## config.mk

```make
export PLATFORM = sky130hd
export DESIGN_NAME = mux_sweep_ctrl
export DESIGN_NICKNAME = d
export VERILOG_FILES = /design/src/rtl/mux_sweep_pkg.sv /design/src/rtl/mux_sweep_ctrl_settle_timer.sv /design/src/rtl/mux_sweep_ctrl.sv
export SDC_FILE = /design/constraint.sdc
export NUM_CORES = 1
export LEC_CHECK = 0
export ABC_AREA = 1
export CAP_MARGIN = 20
export CORE_AREA = 2 2 64 66
export DETAILED_ROUTE_END_ITERATION = 8
export DIE_AREA = 0 0 66 68
export DONT_BUFFER_PORTS = 1
export GPL_TIMING_DRIVEN = 0
export PLACE_DENSITY = 0.6
export SLEW_MARGIN = 0
export SYNTH_ARGS = -nofsm -noshare
export SYNTH_HDL_FRONTEND = slang
export SYNTH_SLANG_ARGS = --single-unit
```

## constraint.sdc

```tcl
create_clock -name clk -period 1.75 [get_ports clk]
set_clock_uncertainty 0.2 [all_clocks]
set_input_delay 0.175 -clock clk [delete_from_list [all_inputs] [get_ports clk]]
set_output_delay 0.175 -clock clk [all_outputs]
set_load 0.01 [all_outputs]
```

## src/rtl/mux_sweep_pkg.sv

```systemverilog
// Shared definitions for the 2:1 mux sweep controller.
//   state_t    : controller FSM states
//   NVEC       : number of test vectors (all {a,b,c} combinations)
//   VEC_W      : vector index width
//   CNT_W      : tally / settle counter width
//   SETTLE_MAX : largest legal SETTLE parameter value
//   mux_exp()  : reference model of the mux under test
package mux_sweep_pkg;

  typedef enum logic [1:0] {
    ST_IDLE   = 2'd0,
    ST_SETTLE = 2'd1,
    ST_CHECK  = 2'd2,
    ST_DONE   = 2'd3
  } state_t;

  localparam int unsigned NVEC       = 8;
  localparam int unsigned VEC_W      = 3;
  localparam int unsigned CNT_W      = 4;
  localparam int unsigned SETTLE_MAX = 15;

  // vec = {a,b,c}; c selects b, otherwise a
  function automatic logic mux_exp(input logic [VEC_W-1:0] vec);
    return vec[0] ? vec[1] : vec[2];
  endfunction

endpackage

```

## src/rtl/mux_sweep_ctrl_settle_timer.sv

```systemverilog
// Loadable down-counter used to time the settle window of each vector.
//   clk, rst_n : clock, synchronous active-low reset
//   load       : load load_val (has priority over dec)
//   load_val   : value to load
//   dec        : decrement by one, stopping at zero
//   value      : current count
//   zero       : count is zero
module settle_timer
  import mux_sweep_pkg::*;
(
  input  logic             clk,
  input  logic             rst_n,
  input  logic             load,
  input  logic [CNT_W-1:0] load_val,
  input  logic             dec,
  output logic [CNT_W-1:0] value,
  output logic             zero
);

  always_ff @(posedge clk) begin
    if (!rst_n) begin
      value <= '0;
    end else if (load) begin
      value <= load_val;
    end else if (dec && (value != '0)) begin
      value <= value - CNT_W'(1);
    end
  end

  assign zero = (value == '0);

endmodule

```

## src/rtl/mux_sweep_ctrl.sv

```systemverilog
// Sweep controller for an external 2:1 mux: drives all eight {a,b,c}
// combinations, waits SETTLE cycles per vector, samples z for one cycle and
// tallies passes and fails, remembering the first failing vector.
//   clk, rst_n     : clock, synchronous active-low reset
//   start          : begin a sweep (only honoured in IDLE or DONE)
//   abort          : cancel a sweep in progress
//   a, b, c        : mux drive (c is the select)
//   z              : mux output from the unit under test
//   busy           : sweep in progress (SETTLE or CHECK)
//   done           : sweep complete (DONE)
//   pass_cnt       : vectors that matched
//   fail_cnt       : vectors that did not match (X/Z counts as a fail)
//   fail_seen      : at least one fail this sweep
//   first_fail_vec : {a,b,c} of the first fail
module mux_sweep_ctrl
  import mux_sweep_pkg::*;
#(
  parameter int unsigned SETTLE = 1
) (
  input  logic             clk,
  input  logic             rst_n,
  input  logic             start,
  input  logic             abort,
  output logic             a,
  output logic             b,
  output logic             c,
  input  logic             z,
  output logic             busy,
  output logic             done,
  output logic [CNT_W-1:0] pass_cnt,
  output logic [CNT_W-1:0] fail_cnt,
  output logic             fail_seen,
  output logic [VEC_W-1:0] first_fail_vec
);

  localparam logic [CNT_W-1:0] SETTLE_VAL = CNT_W'(SETTLE);
  localparam logic [CNT_W-1:0] CNT_ONE    = CNT_W'(1);
  localparam logic [CNT_W-1:0] CNT_MAX    = CNT_W'(NVEC);
  localparam logic [VEC_W-1:0] V_LAST     = VEC_W'(NVEC - 1);

  state_t           state;
  logic [VEC_W-1:0] v;

  logic             tmr_load;
  logic [CNT_W-1:0] tmr_val;
  logic             tmr_dec;
  logic [CNT_W-1:0] tmr_value;
  logic             tmr_zero;
  logic             settle_end;
  logic             z_ok;

  settle_timer u_settle_timer (
    .clk      (clk),
    .rst_n    (rst_n),
    .load     (tmr_load),
    .load_val (tmr_val),
    .dec      (tmr_dec),
    .value    (tmr_value),
    .zero     (tmr_zero)
  );

  // Leave SETTLE on the cycle the count steps 1 -> 0, so exactly SETTLE
  // cycles are spent there; zero is a guard against a stuck window.
  assign settle_end = (state == ST_SETTLE) && (tmr_zero || (tmr_value == CNT_ONE));

  // Case equality so an X/Z return never counts as a pass.
  assign z_ok = (z === mux_exp(v));

  always_comb begin
    tmr_load = 1'b0;
    tmr_val  = SETTLE_VAL;
    tmr_dec  = 1'b0;
    case (state)
      ST_IDLE, ST_DONE: tmr_load = start;
      ST_SETTLE: begin
        if (abort) begin
          tmr_load = 1'b1;
          tmr_val  = '0;
        end else begin
          tmr_dec = 1'b1;
        end
      end
      ST_CHECK: begin
        if (abort) begin
          tmr_load = 1'b1;
          tmr_val  = '0;
        end else if (v != V_LAST) begin
          tmr_load = 1'b1;
        end
      end
      default: ;
    endcase
  end

  always_ff @(posedge clk) begin
    if (!rst_n) begin
      state          <= ST_IDLE;
      v              <= '0;
      pass_cnt       <= '0;
      fail_cnt       <= '0;
      fail_seen      <= 1'b0;
      first_fail_vec <= '0;
    end else begin
      case (state)
        ST_IDLE, ST_DONE: begin
          if (start) begin
            state          <= ST_SETTLE;
            v              <= '0;
            pass_cnt       <= '0;
            fail_cnt       <= '0;
            fail_seen      <= 1'b0;
            first_fail_vec <= '0;
          end
        end
        ST_SETTLE: begin
          if (abort) begin
            state <= ST_IDLE;
          end else if (settle_end) begin
            state <= ST_CHECK;
          end
        end
        ST_CHECK: begin
          if (abort) begin
            state <= ST_IDLE;
          end else begin
            if (z_ok) begin
              if (pass_cnt != CNT_MAX) pass_cnt <= pass_cnt + CNT_ONE;
            end else begin
              if (fail_cnt != CNT_MAX) fail_cnt <= fail_cnt + CNT_ONE;
              if (!fail_seen) begin
                fail_seen      <= 1'b1;
                first_fail_vec <= v;
              end
            end
            if (v == V_LAST) begin
              state <= ST_DONE;
            end else begin
              v     <= v + VEC_W'(1);
              state <= ST_SETTLE;
            end
          end
        end
        default: state <= ST_IDLE;
      endcase
    end
  end

  assign a    = v[2];
  assign b    = v[1];
  assign c    = v[0];
  assign busy = (state == ST_SETTLE) || (state == ST_CHECK);
  assign done = (state == ST_DONE);

endmodule

```

; ---- Word level (Yosys, flattened, before mapping)
; Index checks and enable logic that the tools add are counted.
[word_totals]
regBits = 21
in_bits = 5
elab_cells = 84
[classes]
n_addsub = 4
n_eq_ne = 18
mux = 38
n_reduce_logical = 17
[ops]
columns = cell, count
row1 = 4-bit two-way mux, 9
row2 = 3-bit two-way mux, 6
row3 = "2-bit inequality test, second input constant", 8
row4 = 4-bit case mux with 2 select lines, 2
row5 = 5-bit AND reduction, 3
row6 = 3-bit case mux with 2 select lines, 2
row7 = 1-bit two-way mux, 11
row8 = 2-bit two-way mux, 5
row9 = "4-bit by 1-bit adder with 4-bit output, second input constant", 2
row10 = "4-bit inequality test, second input constant", 2
row11 = 4-bit AND reduction, 2
row12 = "3-bit inequality test, second input constant", 2
row13 = 2-bit case mux with 3 select lines, 1
row14 = "2-bit equality test, second input constant", 2
row15 = "4-bit by 1-bit equality test with 1-bit output, second input constant", 1
row16 = 4-bit logical NOT, 1
row17 = 2-bit nonzero test, 2
row18 = 4-bit nonzero test, 1
row19 = 2-bit OR reduction, 2
row20 = "4-bit by 1-bit subtractor with 4-bit output, second input constant", 1
row21 = "3-bit by 1-bit adder with 3-bit output, second input constant", 1
row22 = "3-bit equality test, second input constant", 1
row23 = 1-bit case mux with 3 select lines, 1
row24 = "2-bit by 1-bit equality test with 1-bit output, second input constant", 1
row25 = 6 further kinds, 8

; ---- Longest topological paths before layout
; Gate-level depths: netlist (run 1).
[logic_depth]
word_depth = 6
ltp_mapped = 10
ltp_nobuf = 10

; ---- Hierarchy
; Synthesis (run 1) repeated with hierarchy kept, for this count alone.
[hier_totals]
hier_cells = 225
hier_area_um2 = 1485.2
[modules_own_cells]
columns = mod, instances, cells_per_inst, area_each_um2, seq_area_each_um2
row1 = mux_sweep_ctrl, 1, 184, 1211.2, 340.3
row2 = settle_timer, 1, 41, 274.0, 80.1

; ---- Worst setup path before layout (run 1)
; No wires, ideal clock.
[synth_path]
path_type = register to register
from = reg state[0]
to = reg fail_cnt[2]
arrival_ns = 1.464
required_ns = 1.440
path_slack_ns = -0.023
stages_incl_launch_ff = 10
period_less_slack_ns = 1.773
path_cell_list = dfxtp_1 -> inv_1 -> ha_1 -> nand2_1 -> nand2_4 -> nor2_8 -> buf_6 -> nand4_1 -> nand2_1 -> nor2_1
[synth_via]
elab_chain_cells = 4
[synth_lines]
columns = item, line_no
row1 = from (decl), mux_sweep_ctrl.sv:41  ; state_t state;
row2 = from (signal assigned), mux_sweep_ctrl.sv:97  ; state <= ST_IDLE;
row3 = from (signal assigned), mux_sweep_ctrl.sv:107  ; state <= ST_SETTLE;
row4 = from (signal assigned), mux_sweep_ctrl.sv:117  ; state <= ST_IDLE;
row5 = 2-bit equality test / 2-bit logical NOT (equally long branches), mux_sweep_ctrl.sv:104  ; case (state)
row6 = 2-bit OR reduction, mux_sweep_ctrl.sv:104
row7 = 2-bit inequality test (no source line) / 2-bit nonzero test (equally long branches), -
row8 = 5-bit AND reduction (no source line), -
row9 = to (signal assigned), mux_sweep_ctrl.sv:129  ; if (fail_cnt != CNT_MAX) fail_cnt <= fail_cnt + CNT_ONE;
row10 = to (decl), mux_sweep_ctrl.sv:31  ; output logic [CNT_W-1:0] fail_cnt,
; Parallel ways exist; a longest one is shown, timed or not.
; A chain may end at the register's enable or synchronous reset.

; ---- Worst setup path after layout (run 1)
[layout_path]
from = reg state[0]
to = reg u_settle_timer.value[1]
[layout_via]
elab_chain_cells = 4
[layout_lines]
columns = item, line_no
row1 = "2-bit equality test, or another cell as far along", mux_sweep_ctrl.sv:73  ; case (state)
row2 = 2-bit OR reduction / 1-bit two-way mux (equally long branches), mux_sweep_ctrl.sv:73
row3 = 1-bit case mux with 3 select lines / 1-bit logical AND (equally long branches), "mux_sweep_ctrl.sv:73, mux_sweep_ctrl_settle_timer.sv:25"
row4 = 4-bit two-way mux / 2-bit nonzero test (equally long branches), -
row5 = to (signal assigned), mux_sweep_ctrl_settle_timer.sv:24  ; value <= load_val;
row6 = to (signal assigned), mux_sweep_ctrl_settle_timer.sv:26  ; value <= value - CNT_W'(1);
row7 = to (decl), mux_sweep_ctrl_settle_timer.sv:16  ; output logic [CNT_W-1:0] value,
; Parallel ways exist; a longest one is shown, timed or not.

==> results of run 1 <==
-- logic make-up after synthesis --
family          count (synthesis)  synth area share, %
simple gates                  126                42.31
flops                          21                28.38
compound gates                 16                6.842
fa+ha+maj                      12                10.13
buf+inv                        42                12.33
-- metal layers --
| metal | track usage [%] | share of wire [%] | wire length [um] |
|---|---|---|---|
| met1 | 17.85 | 46 | 1422 |
| met5 | 0 | 0 | 0 |
| met2 | 22.35 | 47 | 1472 |
| met4 | 4.592 | 1.4 | 44 |
| met3 | 3.783 | 5.7 | 178 |
-- final timing paths --
path	start	to	depth (start not counted)
max reg2reg	state[0]	u_settle_timer.value[1]	8
min	abort	state[1]	3
max	state[0]	u_settle_timer.value[1]	8
min reg2reg	u_settle_timer.value[1]	u_settle_timer.value[1]	2
-- cell type report --
class | instances | area [sq um]
Buffer | 5 | 40.04
Clock buffer | 3 | 41.29
Inverter | 36 | 135.1
Tap cell | 50 | 62.56
Multi-Input combinational cell | 154 | 944.7
Sequential cell | 21 | 430.4
Fill cell | 412 | 2135
Clock inverter | 1 | 5.005
Timing Repair Buffer | 8 | 62.56
-- worst max-delay path, delay by kind of cell, from the launching register on --
family          cells  cell delay (ps)
buf+inv             3              330
simple gates        3              430
flops               1              360
compound gates      1              110
fa+ha+maj           1              170
-- flip-flops by register name, summed over array words and instances (netlist names) --
name / count
fail_cnt: 4
fail_seen: 1
first_fail_vec: 3
pass_cnt: 4
state: 2
u_settle_timer.value: 4
v: 3
-- cell usage in the layout (no fill, tap or decap), types with 2 or more instances in the layout --
cell type / synthesis / final
a21oi_1: 8 / 8
buf_4: 2 / 8
buf_6: 2 / 2
clkbuf_8: 0 / 3
dfxtp_1: 21 / 15
dfxtp_2: 0 / 5
ha_1: 12 / 10
inv_1: 35 / 35
nand2_1: 53 / 50
nand2_2: 3 / 3
nand2_4: 1 / 4
nand3_1: 18 / 17
nand3_2: 5 / 6
nand4_1: 10 / 10
nor2_1: 23 / 22
nor2_2: 2 / 2
nor2_4: 1 / 2
nor3_1: 3 / 3
o21ai_0: 4 / 2
o21ai_1: 0 / 2
or2_2: 2 / 2
-- power groups by stage --
stage / clock network (uW) / logic, uW / registers [uW]
5_1_grt: 362 / 611 / 659
4_1_cts: 353 / 470 / 645
3_3_place_gp: 0 / 451 / 655
2_1_floorplan: 0 / 393 / 632
6_report: 336 / 532 / 647
3_5_place_dp: 0 / 454 / 655
-- per-stage QoR --
stage	utilization, %	cells	power [uW]	hold slack (ps)	instance area (sq um)
finish	44.65	278	1514	2.136	1722
detailed placement	40.10	267	1109	197.9	1546
floorplan	-	217	1025	172.2	1484
global route	44.65	278	1632	14.86	1722
global placement	40.10	267	1106	213.4	1546
CTS	42.12	273	1468	12.06	1624
-- what timing repair did --
action	in CTS	in global routing
endpoints found under the hold margin	1	0
pin swaps	1	8
cloned	0	1
setup buffers	1	5
resized for setup	2	21
hold buffers	1	0
setup endpoints to repair	17	17
==> impl_results.rst, run 1 <==
.. list-table::
   :header-rows: 1

   * - Metric
     - Value
   * - Power density normalized to cell area
     - 879.3 nW/um^2
   * - Pre-CTS setup slack
     - -134.3 ps
   * - Cell repeated most along the worst path
     - buf_4
   * - Global-route wire length before repair
     - 4.809 mm
   * - Net switching fraction of the power
     - 38.38%
   * - Max clock buf depth
     - 2
   * - Largest incremental delay on the critical path
     - 360 ps
   * - Antenna violation net count after detailed routing
     - 0
   * - Post-synthesis cell count
     - 217
   * - Maximum fanout along the worst path
     - 4
   * - Unique cell type count in the Yosys netlist
     - 30
   * - Pin count of the biggest net entering global routing
     - 13
   * - TritonCTS clock tree
     - built
   * - Share of the synthesized area in the top cell type
     - 28.38%
   * - Cell chosen for the clock root
     - clkbuf_8
   * - Floorplan core area
     - 3856 sq um
   * - Layout Area Growth over Synthesis
     - 16.22%
   * - First DRT Iteration DRCs
     - 48
   * - Post-detailed-route wirelength per cell
     - 11.21 um
   * - Register area share after synthesis
     - 28.38%
   * - Ports placed on the boundary
     - 22
   * - Worst-path cell with the longest stage delay
     - dfxtp_4
   * - Cell breakdown of the critical path
     - buf_4, ha_2, inv_1, nor2_4, nand2_4, buf_4, or2_0, a21oi_1
   * - Shortest clock period the worst path allows after layout
     - 1668 ps
   * - Synth area leader
     - dfxtp_1
   * - Total Negative Setup Slacks
     - 0 ps
   * - Number of maximum-capacitance constraint violations
     - 0
   * - Ys flop type
     - dfxtp_1
   * - Via/cell ratio
     - 4.795
   * - CP Capture Type
     - register
   * - Chip width
     - 66 um
   * - Final hold viol count
     - 0
   * - Required time of the critical path
     - 1760 ps
   * - WS Path Type
     - reg -> reg
   * - Routed via count
     - 1333
   * - Antenna Cells
     - 0
   * - Starting density of the core
     - 38.42%
   * - Setup-violating endpoint count in the final report
     - 0
   * - Cell-internal power
     - 932.9 uW
   * - Clock transition at the registers of the reported paths
     - 80 ps
   * - Die area
     - 4488 sq um
   * - Final count of pins violating max slew
     - 0
   * - Flip-flop and latch count after synthesis
     - 21
   * - Cell Area, Synth
     - 1481 sq um
   * - Synth warn
     - 0
   * - Number of clock buffers inserted by TritonCTS
     - 3
   * - R2r setup slk
     - 80 ps
   * - VDD IR max
     - 0.0003930 V
   * - Total net switching power
     - 581.1 uW
   * - Final Wtd Congestion
     - 0.7876
   * - Number of enable-type register cells in the synthesized netlist
     - 0
   * - Worst Path Arrival
     - 1670 ps
   * - Most area-consuming cells after synthesis
     - dfxtp_1 (28%), nand2_1 (13%), ha_1 (10%)
   * - Fraction of synthesis flops using an asynchronous set or reset pin
     - 0%
   * - Worst rel slew slack
     - 80.08%
   * - Count of port buffers added during placement
     - 0
   * - Static leakage
     - 0.0008367 uW
   * - Outcome
     - finished, final reports clean
   * - Clock share of power
     - 22.2%
   * - Final Net Count
     - 246
   * - Share of total power in sequential cells
     - 42.7%
   * - Number of nets in the synthesized netlist
     - 234
   * - Latest clock arrival within the worst-skew pair
     - 270 ps
   * - Final clock period utilization by the worst path
     - 95.34%
   * - Highest attainable clock frequency
     - 0.5994 GHz
   * - GRT Resource Usage Total
     - 13.81%
   * - CTS Sinks
     - 21
   * - Combinational share of power
     - 35.1%
   * - Transition at the pin with the smallest max-transition slack
     - 298.4 ps
   * - Library cell with the highest instance count after synthesis
     - nand2_1
   * - Rows
     - 23
   * - Via count of the first global-routing pass
     - 1084
   * - Fraction of final layout cells with drive strength greater than 1
     - 21.49%
   * - Final worst slack
     - 81.61 ps
   * - Detail Placement HPWL
     - 2.159 mm
   * - Number of antenna violations at the first check in global routing
     - 0
   * - Number of optimization iterations in the first detailed-route pass
     - 4
   * - Maximum level of the CTS H-tree
     - 1
   * - Average footprint of a synthesized cell
     - 6.827 sq um
   * - Chip Height
     - 68 um
   * - Crit start category
     - register
   * - Ranking of synthesized cells by instance count
     - nand2_1 (53), inv_1 (35), nor2_1 (23), dfxtp_1 (21), nand3_1 (18)
   * - DRC Markers
     - 0
   * - Sum of routed wire length over all layers
     - 3.117 mm
   * - Remaining global-route overflow
     - 0
   * - Class of the worst hold path
     - in -> reg
(Power assumes the default switching activity.)
==> inputs of run 2 (changes only) <==
--- a/config.mk
+++ b/config.mk
@@ -13,7 +13,7 @@
 export DONT_BUFFER_PORTS = 1
 export GPL_TIMING_DRIVEN = 0
 export PLACE_DENSITY = 0.6
-export SLEW_MARGIN = 0
+export SLEW_MARGIN = 30
 export SYNTH_ARGS = -nofsm -noshare
 export SYNTH_HDL_FRONTEND = slang
 export SYNTH_SLANG_ARGS = --single-unit
==> results of run 2 <==
No change in the layout: final DEF, timing and power equal those of run 1.
